<file path="config.mk">
export PLATFORM = sky130hd
export DESIGN_NAME = axi4_write_fifo_slave
export DESIGN_NICKNAME = d
export VERILOG_FILES = /design/src/rtl/axi4_write_fifo_slave.sv
export SDC_FILE = /design/constraint.sdc
export NUM_CORES = 1
export LEC_CHECK = 0
export ABC_AREA = 1
export BUFFER_PORTS_ARGS = -buffer_cell sky130_fd_sc_hd__buf_2
export CORE_MARGIN = 2
export CORE_UTILIZATION = 60
export CTS_CLUSTER_DIAMETER = 200
export CTS_CLUSTER_SIZE = 10
export DETAILED_ROUTE_END_ITERATION = 8
export PLACE_DENSITY = 0.77
export SYNTH_ARGS = -nofsm -noshare
export SYNTH_HDL_FRONTEND = slang
export SYNTH_SLANG_ARGS = --single-unit
</file>
<file path="constraint.sdc">
create_clock -name clk -period 14.5 [get_ports clk]
set_clock_uncertainty 0.15 [all_clocks]
set_input_delay 4.35 -clock clk [delete_from_list [all_inputs] [get_ports clk]]
set_output_delay 4.35 -clock clk [all_outputs]
set_load 0.05 [all_outputs]
</file>
<file path="src/rtl/axi4_write_fifo_slave.sv">
`default_nettype none
// ============================================================================
// Module   : axi4_write_fifo_slave
// Purpose  : AXI4 write-only slave. Each AW/W pair becomes one FIFO entry
//            {addr, data, strb}. The FIFO is read locally through a
//            first-word fall-through pop port.
// Option   : define AXI_SLAVE_ADDR_CHECK_EN to reject addresses outside
//            [BASE_ADDR, BASE_ADDR+ADDR_SIZE) with SLVERR.
// Revision : 1.0 - initial release
// ============================================================================
module axi4_write_fifo_slave #(
  parameter int                DATA_W    = 32,
  parameter int                ADDR_W    = 32,
  parameter int                DEPTH     = 16,
  parameter logic [ADDR_W-1:0] BASE_ADDR = '0,
  parameter logic [ADDR_W:0]   ADDR_SIZE = 'h1000
) (
  input  logic                   clk,
  input  logic                   reset,
  input  logic [ADDR_W-1:0]      awaddr,
  input  logic                   awvalid,
  output logic                   awready,
  input  logic [DATA_W-1:0]      wdata,
  input  logic [DATA_W/8-1:0]    wstrb,
  input  logic                   wvalid,
  output logic                   wready,
  output logic [1:0]             bresp,
  output logic                   bvalid,
  input  logic                   bready,
  input  logic                   rd_en,
  output logic [ADDR_W-1:0]      rd_addr,
  output logic [DATA_W-1:0]      rd_data,
  output logic [DATA_W/8-1:0]    rd_strb,
  output logic                   empty,
  output logic                   full,
  output logic [$clog2(DEPTH):0] count
);

  localparam int STRB_W = DATA_W / 8;
  localparam int IDX_W  = $clog2(DEPTH);
  localparam int PTR_W  = IDX_W + 1;

  localparam logic [1:0] RESP_OKAY   = 2'b00;
  localparam logic [1:0] RESP_SLVERR = 2'b10;

  // Channel holding registers
  logic              aw_held;
  logic              w_held;
  logic [ADDR_W-1:0] aw_addr_q;
  logic [DATA_W-1:0] w_data_q;
  logic [STRB_W-1:0] w_strb_q;

  // Response state
  logic              bvalid_q;
  logic [1:0]        bresp_q;

  // FIFO storage and pointers (extra MSB distinguishes full from empty)
  logic [ADDR_W-1:0] mem_addr [DEPTH];
  logic [DATA_W-1:0] mem_data [DEPTH];
  logic [STRB_W-1:0] mem_strb [DEPTH];
  logic [PTR_W-1:0]  wr_ptr;
  logic [PTR_W-1:0]  rd_ptr;

  logic              addr_ok;
  logic              accept;
  logic              push;
  logic              pop;

  // Ready is forced low while reset is asserted so no beat is taken in reset
  assign awready = reset && !aw_held;
  assign wready  = reset && !w_held;

  assign empty = (wr_ptr == rd_ptr);
  assign full  = (wr_ptr[IDX_W] != rd_ptr[IDX_W]) &&
                 (wr_ptr[IDX_W-1:0] == rd_ptr[IDX_W-1:0]);
  assign count = wr_ptr - rd_ptr;

`ifdef AXI_SLAVE_ADDR_CHECK_EN
  // One extra bit keeps BASE_ADDR+ADDR_SIZE from wrapping at the top of space
  logic [ADDR_W:0] addr_ext;
  logic [ADDR_W:0] win_lo;
  logic [ADDR_W:0] win_hi;
  assign addr_ext = {1'b0, aw_addr_q};
  assign win_lo   = {1'b0, BASE_ADDR};
  assign win_hi   = win_lo + ADDR_SIZE;
  assign addr_ok  = (addr_ext >= win_lo) && (addr_ext < win_hi);
`else
  assign addr_ok  = 1'b1;
`endif

  // A complete pair retires only when there is room and the B slot is free;
  // rejected addresses retire the pair but skip the FIFO write.
  assign accept = aw_held && w_held && !full && (!bvalid_q || bready);
  assign push   = accept && addr_ok;
  assign pop    = rd_en && !empty;

  assign bvalid  = bvalid_q;
  assign bresp   = bresp_q;

  // First-word fall-through: head entry is always visible
  assign rd_addr = mem_addr[rd_ptr[IDX_W-1:0]];
  assign rd_data = mem_data[rd_ptr[IDX_W-1:0]];
  assign rd_strb = mem_strb[rd_ptr[IDX_W-1:0]];

  // AW hold flag: set on handshake, cleared when the pair retires
  always_ff @(posedge clk) begin
    if (!reset) begin
      aw_held <= 1'b0;
    end else if (awvalid && awready) begin
      aw_held <= 1'b1;
    end else if (accept) begin
      aw_held <= 1'b0;
    end
  end

  // W hold flag: independent of AW so either channel may arrive first
  always_ff @(posedge clk) begin
    if (!reset) begin
      w_held <= 1'b0;
    end else if (wvalid && wready) begin
      w_held <= 1'b1;
    end else if (accept) begin
      w_held <= 1'b0;
    end
  end

  // Holding-register payloads; no reset needed, guarded by the hold flags
  always_ff @(posedge clk) begin
    if (awvalid && awready) begin
      aw_addr_q <= awaddr;
    end
    if (wvalid && wready) begin
      w_data_q <= wdata;
      w_strb_q <= wstrb;
    end
  end

  // Write response: raised on retire, held until the master accepts it
  always_ff @(posedge clk) begin
    if (!reset) begin
      bvalid_q <= 1'b0;
      bresp_q  <= RESP_OKAY;
    end else if (accept) begin
      bvalid_q <= 1'b1;
      bresp_q  <= addr_ok ? RESP_OKAY : RESP_SLVERR;
    end else if (bready) begin
      bvalid_q <= 1'b0;
    end
  end

  // FIFO storage write; contents are don't-care until pointed at
  always_ff @(posedge clk) begin
    if (push) begin
      mem_addr[wr_ptr[IDX_W-1:0]] <= aw_addr_q;
      mem_data[wr_ptr[IDX_W-1:0]] <= w_data_q;
      mem_strb[wr_ptr[IDX_W-1:0]] <= w_strb_q;
    end
  end

  // Pointer update; push and pop may both advance in one cycle
  always_ff @(posedge clk) begin
    if (!reset) begin
      wr_ptr <= '0;
      rd_ptr <= '0;
    end else begin
      if (push) begin
        wr_ptr <= wr_ptr + 1'b1;
      end
      if (pop) begin
        rd_ptr <= rd_ptr + 1'b1;
      end
    end
  end

endmodule
`default_nettype wire

</file>
Word level (Yosys, flattened, before mapping) --
Memories as Yosys holds them, arrays and structs flattened. A register that Yosys moved wholly into a read port is not among the register bits. Cells that the tools add are included.
Operators by class: mux-type cells 13, equal/unequal tests 3, reduce and logical (&&, ||, !) cells 18, add/subtract/negate cells 3
Operators by type and width (count):
- $mux 4 | 6
- $add 5x1->5 const B | 2
- $logic_and 1x1->1 | 9
- $mux 1 | 7
- $reduce_bool 2->1 | 3
- $eq 5x5->1 | 1
- $logic_not 1->1 | 5
- $sub 5x5->5 | 1
- $eq 4x4->1 | 1
- $logic_or 1x1->1 | 1
- $ne 1x1->1 | 1
Storage, ports and cells: memories kept 3, bits in writable memories 1088, flip-flop bits (word level) 81, logic and storage cells 48, bits of input ports 74, output and inout bits 80
Memories:
- mem_addr | depth 16, width 32, read ports 1, clocked after Yosys merged registers in 1, write ports 1, line 58 | logic [ADDR_W-1:0] mem_addr [DEPTH];
- mem_data | depth 16, width 32, read ports 1, clocked after Yosys merged registers in 1, write ports 1, line 59 | logic [DATA_W-1:0] mem_data [DEPTH];
- mem_strb | depth 16, width 4, read ports 1, clocked after Yosys merged registers in 1, write ports 1, line 60 | logic [STRB_W-1:0] mem_strb [DEPTH];

Logic depth before layout (Yosys ltp) --
Gate-level depths: netlist of run 1.
depth after elaboration 7, mapped depth 11, mapped depth without buffers 9

Least setup slack after synthesis of run 1 --
No wires, ideal clock.
path kind in2reg, start input bready, end memory mem_addr[0][0] (enable), cell stages on the path 5, library setup time 0.578 ns, arrival 9.456 ns, path slack 4.316 ns, data required time 13.772 ns, path through inv_1 nand2_1 nand3_2 buf_2 nor3_1
Between the ends: cells in the longest elaborated chain, start to end 4
RTL lines:
- from (decl) | line 29 | input logic bready,
- $logic_or 1x1->1 | line 93 | assign accept = aw_held && w_held && !full && (!bvalid_q || bready);
- $logic_and 1x1->1 | line 93
- $mux 1 | line 153 | if (push) begin
- $mux 1 (not written as such) | line 154 | mem_addr[wr_ptr[IDX_W-1:0]] <= aw_addr_q;
- to (decl) | line 58
Every way passes these cells.

Worst setup path after layout of run 1 --
start input reset, end output awready
Between the ends: cells in the longest elaborated chain, start to end 1
RTL lines:
- from (decl) | line 19 | input logic reset,
- $logic_and 1x1->1 | line 70 | assign awready = reset && !aw_held;
- to (decl) | line 22 | output logic awready,
Every way passes these cells.

==> summary.md, run 1 <==
| Metric | Value |
|---|---|
| Synthesized flop and latch total | about 1200 |
| CP required | around 10 ns |
| RSZ-0062 raised after global routing | no |
| Xor-xnor portion of the synthesized cell area | 0.00112 |
| # DRC | 0 |
| Crit. End Element | output port |
| Worst Max-Slew Pin Slew | ~1.2 ns |
| Total Power | 8.14 mW |
| # clock sinks | roughly 1200 |
| Mean Syn Cell Area | roughly 12 um^2 |
| GRT Resource Usage Total | 0.272 |
| Antenna Violating Nets Remaining | 0 |
| Initial antenna violation count | 2 |
| CP startpoint | reset |
| Period utilisation layout | 0.674 |
| Startpoint types | input pin |
| Main combinational cell family by area after synthesis | simple AND/OR/NAND/NOR gates |
| Crit Reg-Reg Startpoint | wr_ptr[2] |
| Hold Startpoint | w_held |
| Commonest non-fill, non-tap cells in the layout | edfxtp_1 (1156), nand2_1 (807), nor2_1 (460) |
| Power per cell area | ~160 nW/um^2 |
| Max Slew Vio Count | 0 |
| Layout Nets | 3981 |
| Area of the die | between 80000 and 90000 um^2 |
| Clock transition at path regs | 0.05 ns |
| Peak VDD IR | 0.146 mV |
| Core ar. | 77300 um^2 |
| Number of global-route vias before repair | 28400 |
| Outcome | complete, no violations |
| Setup TNS | 0 ns |
| Area grow syn2layout | 11.1% |
| Die width | roughly 280 um |
| Critical path arrival | between 5 and 6 ns |
| Cells after Synth | about 3800 |
| TritonCTS clock tree | yes |
| Period minus WS final | ~9.8 ns |
| I/O Pins | 154 |
| Post_cts resized | 0 |
| Pre-Repair DR Iteration Count | 6 |
| Htree depth | 4 |
| Post-Syn Area | approximately 47000 um^2 |
| # fillers | about 5200 |
| First-pass GRT wire length | ~160000 um |
| Crit Path Class | input pin to output port |
| Post-synthesis mux area share | 0 |
| Via/cell ratio | a little under 6 |
| Antenna fix cells | 0 |
| Slew margin rel. | 0.227 |
| Die height | approximately 280 um |
| Final Hold Viols | 0 |
| Most common cell after layout, fill and taps aside | edfxtp_1 |
| Post-DP HPWL | between 50000 and 60000 um |
| Synth Area in Compound Gates | 0.0563 |
| Vias post-DR | 29400 |
| Critical path fanouts, max | 9 |
| Unique cell type count in the Yosys netlist | 28 |
| Sequential area share after synthesis | 0.750 |
| Fmax | 102 MHz |
| Hold crit path type | flip-flop to flip-flop |
| Last weighted congestion value of the routability-driven placer | between 0.7 and 0.8 |
| Cts hold-fix bufs | 0 |
| Clk Tree Root Cell | clkbuf_16 |
| Starting DRT DRC Count | 3701 |
| Layout cells sized above 1 | 0.0968 |
| Synth Area in Simple Gates | 0.149 |
| Clock tree buffer depth | 3 |
| Yosys warnings | 0 |
| Max cap viols | 0 |
| FP Rows | between 100 and 150 |
| Initial core utilization | 0.604 |
| # setup viols final | 0 |
| Drt wl/cell | ~22 um |
| Num CTS Buffers | ~140 |
| Leakage power | 18.6 nW |
| Worst-Skew Late Latency | a little over 0.7 ns |
| Largest net degree at the start of global routing | ~220 |
| Final WL | 109000 um |
| Post-Synth Adder-Cell Area | 0.00284 |
| Post-CTS Setup Inserts | 0 |
| Global route overflow | 0 |
| I/O Buffers | 151 |
## metal layers
| metal | GRT usage | up-vias | routed length [um] |
|---|---|---|---|
| met5 | 0 | - | 13 |
| met4 | 0.104 | 2 | 3360 |
| met3 | 0.0428 | 265 | 10100 |
| met2 | 0.440 | 1533 | 52700 |
| met1 | 0.376 | 14200 | 43100 |
| li1 | - | 13400 | - |
## synthesized netlist by cell type
master	instances	area, um^2
a21oi_1	34	170
buf_1	24	90.1
buf_2	94	470
buf_4	6	45.0
buf_6	13	146
buf_8	1	15.0
clkbuf_1	91	342
clkinv_1	1	3.75
conb_1	1	3.75
dfxtp_1	17	340
edfxtp_1	1156	34700
fa_1	1	20.0
ha_1	9	113
inv_1	209	785
inv_2	2	7.51
inv_4	1	6.26
nand2_1	807	3030
nand3_1	417	2090
nand3_2	1	10.0
nand4_1	5	31.3
nor2_1	461	1730
nor3_1	15	75.1
o211ai_1	159	1190
o21a_1	1	7.51
o21ai_0	248	1240
o21ai_1	4	20.0
xnor2_1	1	8.76
xor2_1	5	43.8
## area by class of cell
type,instances,area [um^2],area share
timing repair buffer,204,1170,0.0225
inverter,213,827,0.0159
sequential,1173,35100,0.675
tap,1040,1300,0.0251
clock inverter,9,116,0.00224
clock buffer,158,3570,0.0688
multi-input combinational,2170,9870,0.190
## report_power, final
part	switching, mW	total (mW)	internal (mW)
clock	1.22	2.94	1.72
sequential	0.0613	3.81	3.75
combinational	1.03	1.39	0.357
total	2.32	8.14	5.82
## flip-flops by register name (all words and copies together), names as in the netlist, named ones only
| register | count |
|---|---|
| w_strb_q | 4 |
| bvalid | 1 |
| w_held | 1 |
| mem_data | 512 |
| w_data_q | 32 |
| aw_held | 1 |
| rd_ptr | 5 |
| mem_addr | 512 |
| aw_addr_q | 32 |
| mem_strb | 64 |
| wr_ptr | 5 |
## critical path: stages
cell and delay, ns:
buf_2 0.14, clkinv_1 0.24, nor2_1 0.24, buf_2 0.30
## logic make-up (layout without fill, tap and decap cells)
group           Yosys count  count (layout)
flops                  1173            1173
fa+ha+maj                10              10
simple gates           1706            1706
xor+xnor                  6               6
other cells               1               2
compound gates          446             446
buf+inv                 442             584
## stage by stage
stage	hold WS (ns)	cells	instance area, um^2	setup WS [ns]	util
after detailed placement	0.340	4800	48200	4.68	0.624
final	0.346	4967	51900	4.73	0.671
after CTS	0.348	4967	51900	4.67	0.671
after global placement	0.327	4800	48200	4.70	0.624
after global routing	0.396	4967	51900	4.63	0.671
after floorplan	0.307	3785	46800	4.32	-
## worst paths after layout
path | endpoint | slack [ns] | cells past startpoint
hold / removal | w_held | 0.35 | 2
hold reg to reg | w_held | 0.35 | 2
setup reg to reg | mem_addr[14][9] | 10.47 | 8
setup / recovery | awready | 4.73 | 4
Note: power is estimated with default switching activity, not from simulation.
==> run 2, diff against run 1 <==
==> constraint.sdc (replaced) <==
create_clock -name clk -period 9.52 [get_ports clk]
set_clock_uncertainty 0.15 [all_clocks]
set_input_delay 2.856 -clock clk [delete_from_list [all_inputs] [get_ports clk]]
set_output_delay 2.856 -clock clk [all_outputs]
set_load 0.05 [all_outputs]
==> summary.md, run 2 (synthesis gave the netlist of run 1 again) <==
| Metric | Value |
|---|---|
| Crit. End Element | output port |
| GRT met2 Usage | 0.437 |
| Initial core utilization | 0.604 |
| Seq pwr share | 0.470 |
| Antenna Violating Nets Remaining | 0 |
| Slew margin rel. | 0.165 |
| Peak VDD IR | ~0.28 mV |
| Max Slew Vio Count | 0 |
| Sequential cell area | between 30000 and 40000 um^2 |
| Clk Tree Root Cell | clkbuf_16 |
| Total Power | between 10 and 15 mW |
| Layout Nets | about 4000 |
| Final WL | roughly 110000 um |
| Critical path fanouts, max | 253 |
| Drt wl/cell | roughly 22 um |
| Post-Layout Cell Count | roughly 5000 |
| Fmax | 138 MHz |
| Critical path arrival | 4.22 ns |
| Startpoint types | flip-flop |
| Met1 Usage GRT | 0.370 |
| Antenna fix cells | 0 |
| Via/cell ratio | roughly 6 |
| Most common cell after layout, fill and taps aside | edfxtp_1 |
| Core ar. | between 70000 and 80000 um^2 |
| RSZ-0062 raised after global routing | no |
| Area grow syn2layout | 10.9% |
| Commonest non-fill, non-tap cells in the layout | edfxtp_1 (1156), nand2_1 (807), nor2_1 (460) |
| Gate power share | 0.171 |
| Initial antenna violation count | 0 |
| Post-CTS Setup Inserts | 0 |
| Global route overflow | 0 |
| # DRC | 0 |
| Min Hold Slack | around 0.35 ns |
| Max cap viols | 0 |
| Sw power | 3.52 mW |
| Placed inst area | 48200 um^2 |
| Power per cell area | approximately 240 nW/um^2 |
| Vias post-DR | ~29000 |
| Setup TNS | 0 ns |
| Sw Share | 0.285 |
| Outcome | complete, no violations |
| Worst-Skew Late Latency | 0.72 ns |
| Design Area, Final | around 52000 um^2 |
| Hold crit path type | flip-flop to flip-flop |
| Number of global-route vias before repair | about 28000 |
| # clock sinks | ~1200 |
| # fillers | 5224 |
| Starting DRT DRC Count | 3563 |
| Layout cells sized above 1 | 0.0955 |
| Htree depth | 4 |
| CP required | 6.51 ns |
| TritonCTS clock tree | yes |
| GRT Resource Usage Total | 0.270 |
| Final Hold Viols | 0 |
| Clock tree buffer depth | 3 |
| Leakage power | between 15 and 20 nW |
| Clock transition at path regs | roughly 0.05 ns |
| Largest net degree at the start of global routing | approximately 260 |
| Num CTS Buffers | between 100 and 150 |
| Last weighted congestion value of the routability-driven placer | between 0.7 and 0.8 |
| Internal power | a little under 9 mW |
| Post-DP HPWL | ~50000 um |
| Period utilisation layout | 0.759 |
| First-pass GRT wire length | roughly 160000 um |
| Pre-Repair DR Iteration Count | 6 |
| I/O Buffers | between 150 and 200 |
| Die width | between 200 and 300 um |
| Multi-input gate area | around 9900 um^2 |
| Area of the die | between 80000 and 90000 um^2 |
| Cts hold-fix bufs | 0 |
| I/O Pins | about 150 |
| Post_cts resized | 0 |
| Met3 usage | 0.0450 |
| Busiest grt layer | met2 |
| FP Rows | 102 |
| Worst Max-Slew Pin Slew | 1.25 ns |
| # setup viols final | 0 |
| Die height | between 200 and 300 um |
| Crit Path Class | flip-flop to output port |
| Period minus WS final | 7.23 ns |
| Cells after DPL | 4795 |
| Clk pwr share | 0.359 |
-- run 2: changes by cell type in the layout (fill, tap and decap cells not counted) --
cell / before / now
buf_4: 52 / 45
buf_12: 1 / 3
inv_6: 5 / 7
clkbuf_1: 18 / 12
clkbuf_16: 140 / 138
clkinv_8: 6 / 4
inv_16: 0 / 1
-- run 2: critical path, stage by stage (launching register included) --
cell and delay [ns]:
dfxtp_4 0.60, buf_12 0.72, buf_4 0.91, nor2_1 0.12, nor2_1 0.13, o21ai_0 0.13, nand3_1 0.14, nand3_1 0.10
nand2_1 0.15, buf_2 0.29
-- run 2: layout make-up --
class                      instances  share of cell area
multi-input combinational       2170               0.190
timing repair buffer             199              0.0223
sequential                      1173               0.676
clock inverter                    10             0.00234
inverter                         213              0.0160
clock buffer                     150              0.0675
tap                             1040              0.0251
-- run 2: path summary, 6_finish.rpt --
kind         depth (start not counted)  slack, ns                to  startpoint
max reg2reg                          7       5.27  mem_data[15][23]   wr_ptr[2]
min reg2reg                          2       0.35            w_held      w_held
min                                  2       0.35            w_held      w_held
max                                  9       2.29        rd_strb[0]   flip-flop
-- run 2: power by group through the flow --
stage / clock network, mW / logic [mW] / registers [mW]
after CTS: 4.48 / 2.11 / 5.80
final: 4.44 / 2.11 / 5.80
after floorplan: 0 / 1.67 / 5.85
after global routing: 4.66 / 2.30 / 5.81
after global placement: 0 / 2.05 / 5.90
after detailed placement: 0 / 2.09 / 5.90
-- run 2: metrics by stage --
step                      utilization  worst slack, ns
after floorplan                     -            0.830
after global placement          0.624             2.75
after detailed placement        0.624             2.73
after CTS                       0.670             2.32
after global routing            0.670             2.00
final                           0.670             2.29
-- run 2: metal layers --
metal	vias to the layer above	wire length, um
met5	-	0
met4	0	3560
met3	249	10900
met2	1582	52700
met1	14000	42000
li1	13400	-
